<file path="config.mk">
export PLATFORM = sky130hd
export DESIGN_NAME = mc_controller
export DESIGN_NICKNAME = d
export VERILOG_FILES = /design/src/rtl/mc_controller.sv
export SDC_FILE = /design/constraint.sdc
export NUM_CORES = 1
export LEC_CHECK = 0
export CORE_MARGIN = 8
export CORE_UTILIZATION = 30
export DETAILED_ROUTE_END_ITERATION = 12
export HOLD_SLACK_MARGIN = 0.03
export PLACE_DENSITY = 0.61
export SYNTH_ARGS = -nofsm -noshare
export SYNTH_HDL_FRONTEND = slang
export SYNTH_SLANG_ARGS = --single-unit
</file>
<file path="constraint.sdc">
create_clock -name clk -period 1.6 [get_ports clk]
set_input_delay 0.16 -clock clk [delete_from_list [all_inputs] [get_ports clk]]
set_output_delay 0.16 -clock clk [all_outputs]
set_load 0.02 [all_outputs]
</file>
<file path="src/rtl/mc_controller.sv">
// Multi-cycle MIPS control FSM: sequences ALU, register file and the shared memory port
// one instruction at a time, with a bounded memory wait and sticky fault flags.
module mc_controller #(
    parameter int WAIT_MAX = 15
) (
    input  logic       clk,
    input  logic       reset,
    input  logic [5:0] op,
    input  logic [5:0] funct,
    input  logic       zero,
    input  logic       mem_ready,
    output logic       mem_req,
    output logic       mem_we,
    output logic       ir_write,
    output logic       pc_write,
    output logic [1:0] pc_src,
    output logic       alu_src_a,
    output logic [1:0] alu_src_b,
    output logic [3:0] alu_op,
    output logic [1:0] ext_op,
    output logic       reg_write,
    output logic [1:0] reg_dst,
    output logic [1:0] mem_to_reg,
    output logic [2:0] state,
    output logic       instr_done,
    output logic       illegal,
    output logic       mem_err
);

    typedef enum logic [2:0] {
        S_FETCH  = 3'd0,
        S_DECODE = 3'd1,
        S_EXEC   = 3'd2,
        S_MEM    = 3'd3,
        S_WB     = 3'd4,
        S_BRANCH = 3'd5
    } state_t;

    localparam logic [3:0] ALU_ADD = 4'd0;
    localparam logic [3:0] ALU_SUB = 4'd1;
    localparam logic [3:0] ALU_OR  = 4'd2;
    localparam logic [3:0] ALU_LUI = 4'd3;
    localparam logic [7:0] WAIT_LAST = 8'(WAIT_MAX - 1);

    state_t     r_state;
    logic [7:0] r_wait_cnt;
    logic       r_illegal;
    logic       r_mem_err;

    state_t     w_state_next;
    logic [7:0] w_wait_next;
    logic       w_set_illegal;
    logic       w_mem_phase;
    logic       w_timeout;

    logic w_rtype, w_addu, w_subu, w_jr, w_ori, w_lui, w_lw, w_sw, w_beq, w_j, w_jal;
    logic w_exec_op;

    assign w_rtype   = (op == 6'h00);
    assign w_addu    = w_rtype && (funct == 6'h21);
    assign w_subu    = w_rtype && (funct == 6'h23);
    assign w_jr      = w_rtype && (funct == 6'h08);
    assign w_ori     = (op == 6'h0d);
    assign w_lui     = (op == 6'h0f);
    assign w_lw      = (op == 6'h23);
    assign w_sw      = (op == 6'h2b);
    assign w_beq     = (op == 6'h04);
    assign w_j       = (op == 6'h02);
    assign w_jal     = (op == 6'h03);
    assign w_exec_op = w_addu || w_subu || w_ori || w_lui || w_lw || w_sw;

    // The abort fires on the cycle whose stall would make the count reach WAIT_MAX.
    assign w_mem_phase = (r_state == S_FETCH) || (r_state == S_MEM);
    assign w_timeout   = w_mem_phase && !mem_ready && (r_wait_cnt == WAIT_LAST);
    assign w_wait_next = (w_mem_phase && !mem_ready && !w_timeout) ? r_wait_cnt + 8'd1 : 8'd0;

    always_comb begin
        mem_req       = 1'b0;
        mem_we        = 1'b0;
        ir_write      = 1'b0;
        pc_write      = 1'b0;
        pc_src        = 2'd0;
        alu_src_a     = 1'b0;
        alu_src_b     = 2'd0;
        alu_op        = ALU_ADD;
        ext_op        = 2'd0;
        reg_write     = 1'b0;
        reg_dst       = 2'd0;
        mem_to_reg    = 2'd0;
        instr_done    = 1'b0;
        w_set_illegal = 1'b0;
        w_state_next  = r_state;
        case (r_state)
            S_FETCH: begin
                mem_req   = 1'b1;
                alu_src_b = 2'd1;
                if (w_timeout) begin
                    instr_done = 1'b1;
                end else if (mem_ready) begin
                    ir_write     = 1'b1;
                    pc_write     = 1'b1;
                    w_state_next = S_DECODE;
                end
            end
            S_DECODE: begin
                alu_src_b    = 2'd3;
                ext_op       = 2'd1;
                w_state_next = S_FETCH;
                if (w_j || w_jal) begin
                    pc_write   = 1'b1;
                    pc_src     = 2'd3;
                    instr_done = 1'b1;
                    if (w_jal) begin
                        reg_write  = 1'b1;
                        reg_dst    = 2'd2;
                        mem_to_reg = 2'd2;
                    end
                end else if (w_jr) begin
                    pc_write   = 1'b1;
                    pc_src     = 2'd2;
                    instr_done = 1'b1;
                end else if (w_beq) begin
                    w_state_next = S_BRANCH;
                end else if (w_exec_op) begin
                    w_state_next = S_EXEC;
                end else begin
                    w_set_illegal = 1'b1;
                    instr_done    = 1'b1;
                end
            end
            S_EXEC: begin
                if (w_addu || w_subu) begin
                    alu_src_a = 1'b1;
                    alu_op    = w_subu ? ALU_SUB : ALU_ADD;
                end else if (w_ori) begin
                    alu_src_a = 1'b1;
                    alu_src_b = 2'd2;
                    alu_op    = ALU_OR;
                end else if (w_lui) begin
                    alu_src_b = 2'd2;
                    alu_op    = ALU_LUI;
                end else if (w_lw || w_sw) begin
                    alu_src_a = 1'b1;
                    alu_src_b = 2'd2;
                    ext_op    = 2'd1;
                end
                w_state_next = (w_lw || w_sw) ? S_MEM : S_WB;
            end
            S_MEM: begin
                mem_req = 1'b1;
                mem_we  = w_sw;
                if (w_timeout) begin
                    instr_done   = 1'b1;
                    w_state_next = S_FETCH;
                end else if (mem_ready) begin
                    instr_done   = w_sw;
                    w_state_next = w_sw ? S_FETCH : S_WB;
                end
            end
            S_WB: begin
                reg_write    = 1'b1;
                reg_dst      = w_rtype ? 2'd1 : 2'd0;
                mem_to_reg   = w_lw ? 2'd1 : 2'd0;
                instr_done   = 1'b1;
                w_state_next = S_FETCH;
            end
            S_BRANCH: begin
                alu_src_a    = 1'b1;
                alu_op       = ALU_SUB;
                instr_done   = 1'b1;
                w_state_next = S_FETCH;
                if (zero) begin
                    pc_write = 1'b1;
                    pc_src   = 2'd1;
                end
            end
            default: w_state_next = S_FETCH;
        endcase
        // Nothing may strobe while reset is held; the abandoned instruction leaves no trace.
        if (reset) begin
            mem_req    = 1'b0;
            mem_we     = 1'b0;
            ir_write   = 1'b0;
            pc_write   = 1'b0;
            pc_src     = 2'd0;
            alu_src_a  = 1'b0;
            alu_src_b  = 2'd0;
            alu_op     = ALU_ADD;
            ext_op     = 2'd0;
            reg_write  = 1'b0;
            reg_dst    = 2'd0;
            mem_to_reg = 2'd0;
            instr_done = 1'b0;
        end
    end

    always_ff @(posedge clk or posedge reset) begin
        if (reset) begin
            r_state    <= S_FETCH;
            r_wait_cnt <= 8'd0;
            r_illegal  <= 1'b0;
            r_mem_err  <= 1'b0;
        end else begin
            r_state    <= w_state_next;
            r_wait_cnt <= w_wait_next;
            if (w_set_illegal) r_illegal <= 1'b1;
            if (w_timeout)     r_mem_err <= 1'b1;
        end
    end

    assign state   = r_state;
    assign illegal = r_illegal;
    assign mem_err = r_mem_err;

endmodule

</file>
==> summary.md, run 1 <==
| Metric | Value |
|---|---|
| Status | `finished with violations` |
| Failing checks | `setup timing` |
| Aggregate global routing overflow | `0` |
| Via count | `1,405` |
| Port Buf Inserts | `38` |
| Synth cell types | `49` |
| Layout cells sized above 1 | `61.1%` |
| Worst skew pair latency | `0.29 ns` |
| Ports | `42` |
| CORE AREA | `0.00339 sq mm` |
| WP data required | `1.44 ns` |
| DP Wirelength | `3.05 mm` |
| Die Height | `76.0 microns` |
| Initial antenna violation count | `0` |
| Rows | `21` |
| Largest net degree at the start of global routing | `14` |
| Design Power | `2320 uW` |
| H-tree depth | `1` |
| Max Cap Viol | `0` |
| Clock skew | `0.00513 ns` |
| Leak | `0.00102 uW` |
| Mean post-synth cell area | `8.17 sq um` |
| Syn Inst Count | `132` |
| Post-synth EDFFs | `0` |
| CTS Root Cell | `clkbuf_4` |
| Drt drc | `0` |
| Max Freq | `0.547 GHz` |
| Commonest non-fill, non-tap cell in the layout | `buf_4` |
| Most frequent cells in the layout | `buf_4 (60), buf_6 (22), dfrtp_1 (11)` |
| Max Buffers Root-to-Sink | `2` |
| Clock transition at path regs | `0.08 ns` |
| First-pass GRT wire length | `6.87 mm` |
| Area Overhead vs Synth | `110%` |
| Critical path type | `flop to output pin` |
| Type of destination of the critical path | `output pin` |
| Synth Warn # | `0` |
| Peak supply drop | `0.000818 V` |
| CTS tree | `done` |
| WL final | `4.56 mm` |
| DRT Pass-1 Iters | `4` |
| Crit path max fanout | `4` |
| GRT Total Usage | `14.1%` |
| Slew Limit Fails | `0` |
| Mean routed wirelength per cell | `16.6 microns` |
| Final Hold Viols | `0` |
| First-iteration detailed-routing DRC count | `66` |
| Post-Syn Area | `0.00108 sq mm` |
| Post-layout min period | `1.83 ns` |
| Synth Register Bits | `13` |
| Worst EP arrival | `1.67 ns` |
| Ys flop type | `dfrtp_1` |
| Fillers | `260` |
| Gpl congestion | `0.827` |
| Post-layout nets | `248` |
| Startpoint types | `flop` |
| Seq/Total Area, Yosys | `30.2%` |
| Cell Area, Placed | `0.00186 sq mm` |
| Worst hold path class | `input port to async pin` |
| Synth async-reset ratio | `100%` |
| Diode count | `0` |
| Via density | `5.11` |
| Initial Util | `31.8%` |
| RSZ-0062 raised after global routing | `true` |
| DIE AREA | `0.00577 sq mm` |
| Final worst slack | `-0.230 ns` |
| Die width | `76.0 microns` |
| Vias in the first global route | `1,454` |
| TritonCTS buffer count | `3` |
| Clock sink count | `13` |
| Fin crit share | `114%` |
| # setup viols final | `14` |
| Pwr Density | `1020 mW/mm^2` |
| Final ANT Viol Nets | `0` |
| Post-route cell area | `0.00227 sq mm` |
[repair_timing]
action	CTS	global route
pin swaps	26	14
cloned	0	0
setup buffers	6	9
gates resized for setup	156	42
hold endpoints to repair	0	0
setup endpoints to repair	23	29
hold buffers	0	0
[cells in the mapped netlist (2+ instances only)]
cell | count | area share (%)
and2_1 | 2 | 1.2
o21bai_1 | 2 | 1.4
or3_4 | 2 | 2.1
nand2b_1 | 2 | 1.2
inv_1 | 4 | 1.4
nand3_1 | 5 | 2.3
xor2_1 | 4 | 3.2
nor3b_2 | 2 | 2.3
buf_6 | 2 | 2.1
buf_4 | 4 | 2.8
nor2_1 | 14 | 4.9
a21oi_1 | 7 | 3.2
o21ai_1 | 5 | 2.3
buf_2 | 2 | 0.93
and3_1 | 3 | 1.7
nand3b_1 | 2 | 1.4
mux2i_1 | 2 | 1.9
nand4_1 | 3 | 1.7
a21o_1 | 2 | 1.4
a21boi_1 | 2 | 1.4
ha_1 | 2 | 2.3
nor3_1 | 9 | 4.2
nand2_1 | 11 | 3.8
nor4_1 | 2 | 1.2
dfrtp_1 | 13 | 30
[where the power goes]
group	total, uW	internal, uW	leakage, uW	switching [uW]
Sequential	436	383	0.000170	53.4
Clock	210	93.1	0.0000177	117
Combinational	1680	849	0.000835	826
Total	2320	1320	0.00102	997
[final timing paths]
path                                 end  slack, ns     start  cells after the start
max reg2reg                r_wait_cnt[7]       0.04  state[0]                      7
min                        r_wait_cnt[7]       0.24     reset                      3
min reg2reg                      mem_err       0.47   mem_err                      1
min in group clk                 mem_err       0.47   mem_err                      1
max                         alu_src_b[1]      -0.23  state[0]                      7
max in group asynchronous       state[0]       1.19     reset                      3
[stage by stage]
stage / instances / hold slack (ns) / setup WS [ns] / util [%] / TNS, ns
floorplan: 134 / 0.217 / -0.0644 / - / -0.161
global placement: 258 / 0.447 / -0.941 / 54.9 / -13.40
detailed placement: 258 / 0.457 / -0.951 / 54.9 / -13.48
CTS: 268 / 0.470 / -0.251 / 60.7 / -1.29
global route: 275 / 0.255 / -0.330 / 66.9 / -3.12
finish: 275 / 0.241 / -0.230 / 66.9 / -1.94
[routing by layer]
metal  up-vias  GRT usage, %  wire [microns]
li1        664             -               -
met4         0          6.86             119
met3         9          2.83             238
met1       678          14.9            1730
met5         -             0               0
met2        54          25.9            2470
[sequential cells by signal, summed over array words and instances, names as in the netlist]
| name | flops |
|---|---|
| r_wait_cnt | 8 |
| state | 3 |
| mem_err | 1 |
| illegal | 1 |
[layout make-up]
class | count | area [sq um] | area share (%)
Multi-Input combinational cell | 106 | 967 | 42.7
Sequential cell | 13 | 328 | 14.5
Tap cell | 46 | 57.6 | 2.54
Inverter | 5 | 21.3 | 0.938
Clock inverter | 1 | 5.00 | 0.221
Timing Repair Buffer | 101 | 866 | 38.2
Clock buffer | 3 | 22.5 | 0.993
[worst max-delay path: stages, from the launching register on]
cell	delay, ns
dfrtp_2	0.45
and2b_2	0.25
buf_4	0.14
buf_6	0.10
buf_6	0.12
a21oi_4	0.11
nor3_2	0.05
buf_4	0.15
[cell families after synthesis]
group / share of synthesized area, %
AOI/OAI and AO/OA: 16.5
buffers and inverters: 8.35
and+or+nand+nor: 35.4
DFF: 30.2
other: 0.348
adders and majority gates: 2.32
xor gates and xnor gates: 4.06
muxes: 2.90
Power figures use the tool's default switching activity.
==> run 2: changes to the inputs <==
CORE_UTILIZATION = 39   (was 30)
PLACE_DENSITY = 0.76   (was 0.61)
==> run 2 against run 1 <==
The run still ends with setup timing left. Sequential power is 2% lower. Total power is 1.8% higher. Die area is 18% lower. Core utilization is 14 points higher. Sequential cell count stayed put. Worst setup slack worse by 0.0087 ns. Register-to-register slack worse by 0.06 ns. Sequential share of layout area is 0.71 points higher. Clock power is 3% lower. Wire length is 3.2% lower. Clock skew is 0.0025 ns higher. Highest routed layer unchanged.
==> summary.md, run 2 (synthesis results as in run 1) <==
| Metric | Value |
|---|---|
| Crit path cell chain | `and2b_2, buf_12, o2111ai_4, a211o_1, o21ai_2, buf_6` |
| Startpoint types | `flop` |
| Max reg flops | `8` |
| Largest net degree at the start of global routing | `14` |
| First-iteration detailed-routing DRC count | `80` |
| Die width | `68.6 microns` |
| Worst skew pair latency | `0.28 ns` |
| Via density | `5.50` |
| Initial antenna violation count | `0` |
| DRT Pass-1 Iters | `4` |
| Fillers | `170` |
| Commonest non-fill, non-tap cell in the layout | `buf_4` |
| Die Height | `68.6 microns` |
| Area Overhead vs Synth | `100%` |
| Ports | `42` |
| First-pass GRT wire length | `6.44 mm` |
| Status | `finished with violations` |
| Gpl congestion | `0.965` |
| GRT Total Usage | `17.6%` |
| CTS Root Cell | `clkbuf_4` |
| Cell family with most CP delay | `compound AO/OA/AOI/OAI gates` |
| RSZ-0062 raised after global routing | `true` |
| # setup viols final | `18` |
| Max Buffers Root-to-Sink | `2` |
| Worst EP arrival | `1.68 ns` |
| Post-layout min period | `1.84 ns` |
| Aggregate global routing overflow | `0` |
| Slew Limit Fails | `0` |
| CTS tree | `done` |
| Most frequent cells in the layout | `buf_4 (59), buf_6 (14), dfrtp_1 (11)` |
| Port Buf Inserts | `38` |
| Initial Util | `40.1%` |
| Clock transition at path regs | `0.08 ns` |
| Final Hold Viols | `0` |
| Diode count | `0` |
| Worst Path Buf+Inv | `2` |
| Largest Register | `r_wait_cnt` |
| Clock sink count | `13` |
| Mean routed wirelength per cell | `17.5 microns` |
| Final worst slack | `-0.238 ns` |
| Peak supply drop | `0.000945 V` |
| Critical path's slowest cell | `dfrtp_1` |
| Final setup TNS | `-1.98 ns` |
| Vias in the first global route | `1,444` |
| Final core occ | `80.4%` |
| CORE AREA | `0.00269 sq mm` |
| Post-layout nets | `241` |
| Max Cap Viol | `0` |
| Failing checks | `setup timing` |
| WL final | `4.42 mm` |
| Final ANT Viol Nets | `0` |
| Type of destination of the critical path | `output pin` |
| WP data required | `1.44 ns` |
| TritonCTS buffer count | `3` |
| Max Freq | `0.544 GHz` |
| DP Wirelength | `2.95 mm` |
| Pwr Density | `1090 mW/mm^2` |
| Via count | `1,391` |
| Worst hold path class | `flop to flop` |
| Leak | `0.000958 uW` |
| Drt drc | `0` |
| Critical path type | `flop to output pin` |
| Crit path max fanout | `4` |
| Clock skew | `0.00761 ns` |
| Fin crit share | `115%` |
| Max incr delay on CP | `0.41 ns` |
| Layout cells sized above 1 | `58.1%` |
| H-tree depth | `1` |
| Rows | `19` |
| DIE AREA | `0.00470 sq mm` |
-- run 2: final timing paths --
path                       slack [ns]             to  startpoint  cells past startpoint
min in group asynchronous        0.52       state[2]       reset                      3
max                             -0.24     instr_done    state[1]                      6
max in group asynchronous        0.91       state[0]       reset                      3
max reg2reg                     -0.02  r_wait_cnt[7]    state[0]                      8
min                              0.49        illegal     illegal                      1
min reg2reg                      0.49        illegal     illegal                      1
-- run 2: area by class of cell --
type	count	area [sq um]	share of cell area, %
clock buffer	4	26.3	1.22
multi-input combinational	106	937	43.4
tap	31	38.8	1.80
timing repair buffer	94	811	37.5
inverter	5	20.0	0.926
sequential	13	328	15.2
-- run 2: metrics by stage --
step                setup slack [ns]  instance area, sq um  power (uW)  std cells  hold WS [ns]
floorplan                    -0.0644                  1120        1030        134         0.217
global placement              -0.941                  1800        1600        238         0.449
detailed placement            -0.987                  1800        1620        238         0.455
CTS                           -0.233                  1970        2060        249         0.458
global route                  -0.317                  2160        2490        253         0.506
finish                        -0.238                  2160        2360        253         0.488
-- run 2: where the power goes --
| group | leakage, uW | internal (uW) | switching (uW) | total (uW) |
|---|---|---|---|---|
| clock | 0.0000150 | 96.8 | 108 | 204 |
| sequential | 0.000170 | 383 | 45.8 | 429 |
| combinational | 0.000773 | 862 | 868 | 1730 |
-- run 2: per-layer routing --
layer	GRT usage, %	routed length (microns)	up-vias
li1	-	-	653
met1	18.8	1710	678
met2	31.7	2320	47
met3	3.55	275	13
met4	9.97	117	0
met5	0	0	-
-- run 2: what timing repair did --
item,4_1_cts,5_1_grt
setup buffers,7,4
pin swaps,13,14
hold buffers,0,0
resized for setup,146,38
setup endpoints to repair,23,28
gates cloned,0,0
==> run 3: changes to the inputs <==
CORE_UTILIZATION = 41   (was 39)
CTS_BUF_LIST = sky130_fd_sc_hd__clkbuf_8   (was default)
CTS_CLUSTER_SIZE = 10   (was default)
PLACE_DENSITY = 0.79   (was 0.76)
==> run 3 against run 2 <==
Critical path depth rose by 1. Wire length grew 27%. Critical endpoint is now alu_src_a. Cell area grew 3.2%. Register-to-register slack hardly changed. Fmax is 0.58% lower. The run still ends with setup timing left. Worst hold slack gained 0.012 ns.
==> summary.md, run 3 (synthesis results as in run 1) <==
| Metric | Value |
|---|---|
| Fin crit share | `116%` |
| Post-route cell area | `0.00223 sq mm` |
| Final ANT Viol Nets | `0` |
| Max Cap Viol | `0` |
| Final worst slack | `-0.249 ns` |
| Rows | `18` |
| Cell Area, Placed | `0.00184 sq mm` |
| Leak | `0.00105 uW` |
| Clock sink count | `13` |
| CTS tree | `done` |
| Layout cells sized above 1 | `58.3%` |
| Aggregate global routing overflow | `0` |
| Diode count | `0` |
| Reg-to-reg startpoint | `state[0]` |
| Die width | `67.3 microns` |
| Min-Delay Startpoint | `mem_err` |
| Gpl congestion | `0.905` |
| WL final | `5.59 mm` |
| DP Wirelength | `3.06 mm` |
| Largest Register | `r_wait_cnt` |
| # setup viols final | `17` |
| Cts hold-fix bufs | `0` |
| Worst skew pair latency | `0.24 ns` |
| Area Overhead vs Synth | `107%` |
| Max reg flops | `8` |
| NetSw | `1030 uW` |
| Int Pwr | `1430 uW` |
| Critical path type | `input port to output pin` |
| Clock transition at path regs | `0.05 ns` |
| Final core occ | `90.0%` |
| TritonCTS buffer count | `3` |
| Type of destination of the critical path | `output pin` |
| WP data required | `1.44 ns` |
| Net Sw Frac | `41.9%` |
| First-pass GRT wire length | `6.60 mm` |
| GRT Total Usage | `18.4%` |
| Clock skew | `0.00223 ns` |
| Startpoint types | `input port` |
| Drt drc | `0` |
| DIE AREA | `0.00453 sq mm` |
| Post-layout min period | `1.85 ns` |
| Peak supply drop | `0.00144 V` |
| Die Height | `67.3 microns` |
| Vias in the first global route | `1,422` |
| RSZ-0062 raised after global routing | `true` |
| Max Freq | `0.541 GHz` |
| CTS Root Cell | `clkbuf_8` |
| H-tree depth | `1` |
| Commonest non-fill, non-tap cell in the layout | `buf_4` |
| Final setup TNS | `-1.92 ns` |
| Final Hold Viols | `0` |
| Initial antenna violation count | `0` |
| Clk pwr share | `11.6%` |
| Failing checks | `setup timing` |
| Fillers | `96` |
| Pwr Density | `1100 mW/mm^2` |
| Sequential Power Share | `17.6%` |
| Largest net degree at the start of global routing | `14` |
| Status | `finished with violations` |
| Via count | `1,551` |
| Mean routed wirelength per cell | `21.7 microns` |
| Critical Path Start | `op[5]` |
| Ports | `42` |
| Initial Util | `43.5%` |
| Post-layout nets | `247` |
| Worst EP arrival | `1.69 ns` |
| Via density | `6.01` |
| Max Buffers Root-to-Sink | `2` |
| Worst hold path class | `flop to flop` |
| Crit path max fanout | `3` |
| Slew Limit Fails | `0` |
| CORE AREA | `0.00248 sq mm` |
| Hold slack | `0.500 ns` |
| Comb power frac | `70.8%` |
| Port Buf Inserts | `38` |
| First-iteration detailed-routing DRC count | `165` |
| Most frequent cells in the layout | `buf_4 (57), buf_6 (19), nor2_1 (13)` |
| DRT Pass-1 Iters | `4` |
==> run 3: changes by cell type in the layout (fill, tap and decap cells not counted), sizes merged <==
cell | previous run | this run
clkdlybuf4s50 | 9 | 6
dlygate4sd2 | 8 | 6
dlymetal6s2s | 0 | 3
inv | 4 | 6
clkinv | 1 | 0
buf | 77 | 84
==> run 3: worst paths after layout <==
check | slack [ns] | cells after the start | to
max | -0.25 | 7 | alu_src_a
min | 0.50 | 1 | mem_err
max reg2reg | -0.03 | 7 | state[0]
min reg2reg | 0.50 | 1 | mem_err
max in group asynchronous | 0.83 | 3 | state[0]
min in group asynchronous | 0.59 | 3 | mem_err
==> run 3: area by class of cell <==
| class | count | area, sq um | area share (%) |
|---|---|---|---|
| Clock buffer | 3 | 41.3 | 1.85 |
| Clock inverter | 1 | 3.75 | 0.168 |
| Timing Repair Buffer | 100 | 877 | 39.3 |
| Multi-Input combinational cell | 106 | 925 | 41.5 |
| Inverter | 5 | 18.8 | 0.842 |
| Tap cell | 30 | 37.5 | 1.68 |
| Sequential cell | 13 | 327 | 14.6 |
==> run 3: critical path, cell delays in order <==
cell and delay, ns:
buf_6 0.09, or3_4 0.42, or3_4 0.39, o21ai_4 0.18
nand3_2 0.11, a21oi_2 0.19, buf_6 0.14
==> run 3: stage by stage <==
step	std cells	worst slack, ns	power [uW]
after floorplan	134	-0.0644	1030
after global placement	240	-0.933	1670
after detailed placement	240	-0.998	1680
after CTS	246	-0.185	2060
after global routing	258	-0.285	2560
final	258	-0.249	2460
==> run 3: timing repair <==
item                                    in CTS  in global routing
buffers inserted                             3                 12
pin swaps                                   12                 21
endpoints found under the setup margin      25                 28
gates resized for setup                    137                 49
==> run 3: power by group through the flow <==
| stage | sequential (uW) | clock (uW) | combinational, uW |
|---|---|---|---|
| global placement | 427 | 0 | 1240 |
| floorplan | 475 | 0 | 559 |
| CTS | 426 | 293 | 1340 |
| detailed placement | 431 | 0 | 1250 |
| global route | 438 | 302 | 1820 |
| finish | 434 | 285 | 1740 |
==> run 3: per-layer routing <==
layer  part of all wire [%]  GRT usage [%]  vias up  wire length, microns
li1                       -              -      660                     -
met1                     36           20.5      738                  2040
met2                     51           35.4      116                  2850
met3                    7.2           1.82       37                   404
met4                    5.3           6.27        0                   299
met5                      0              0        -                     0
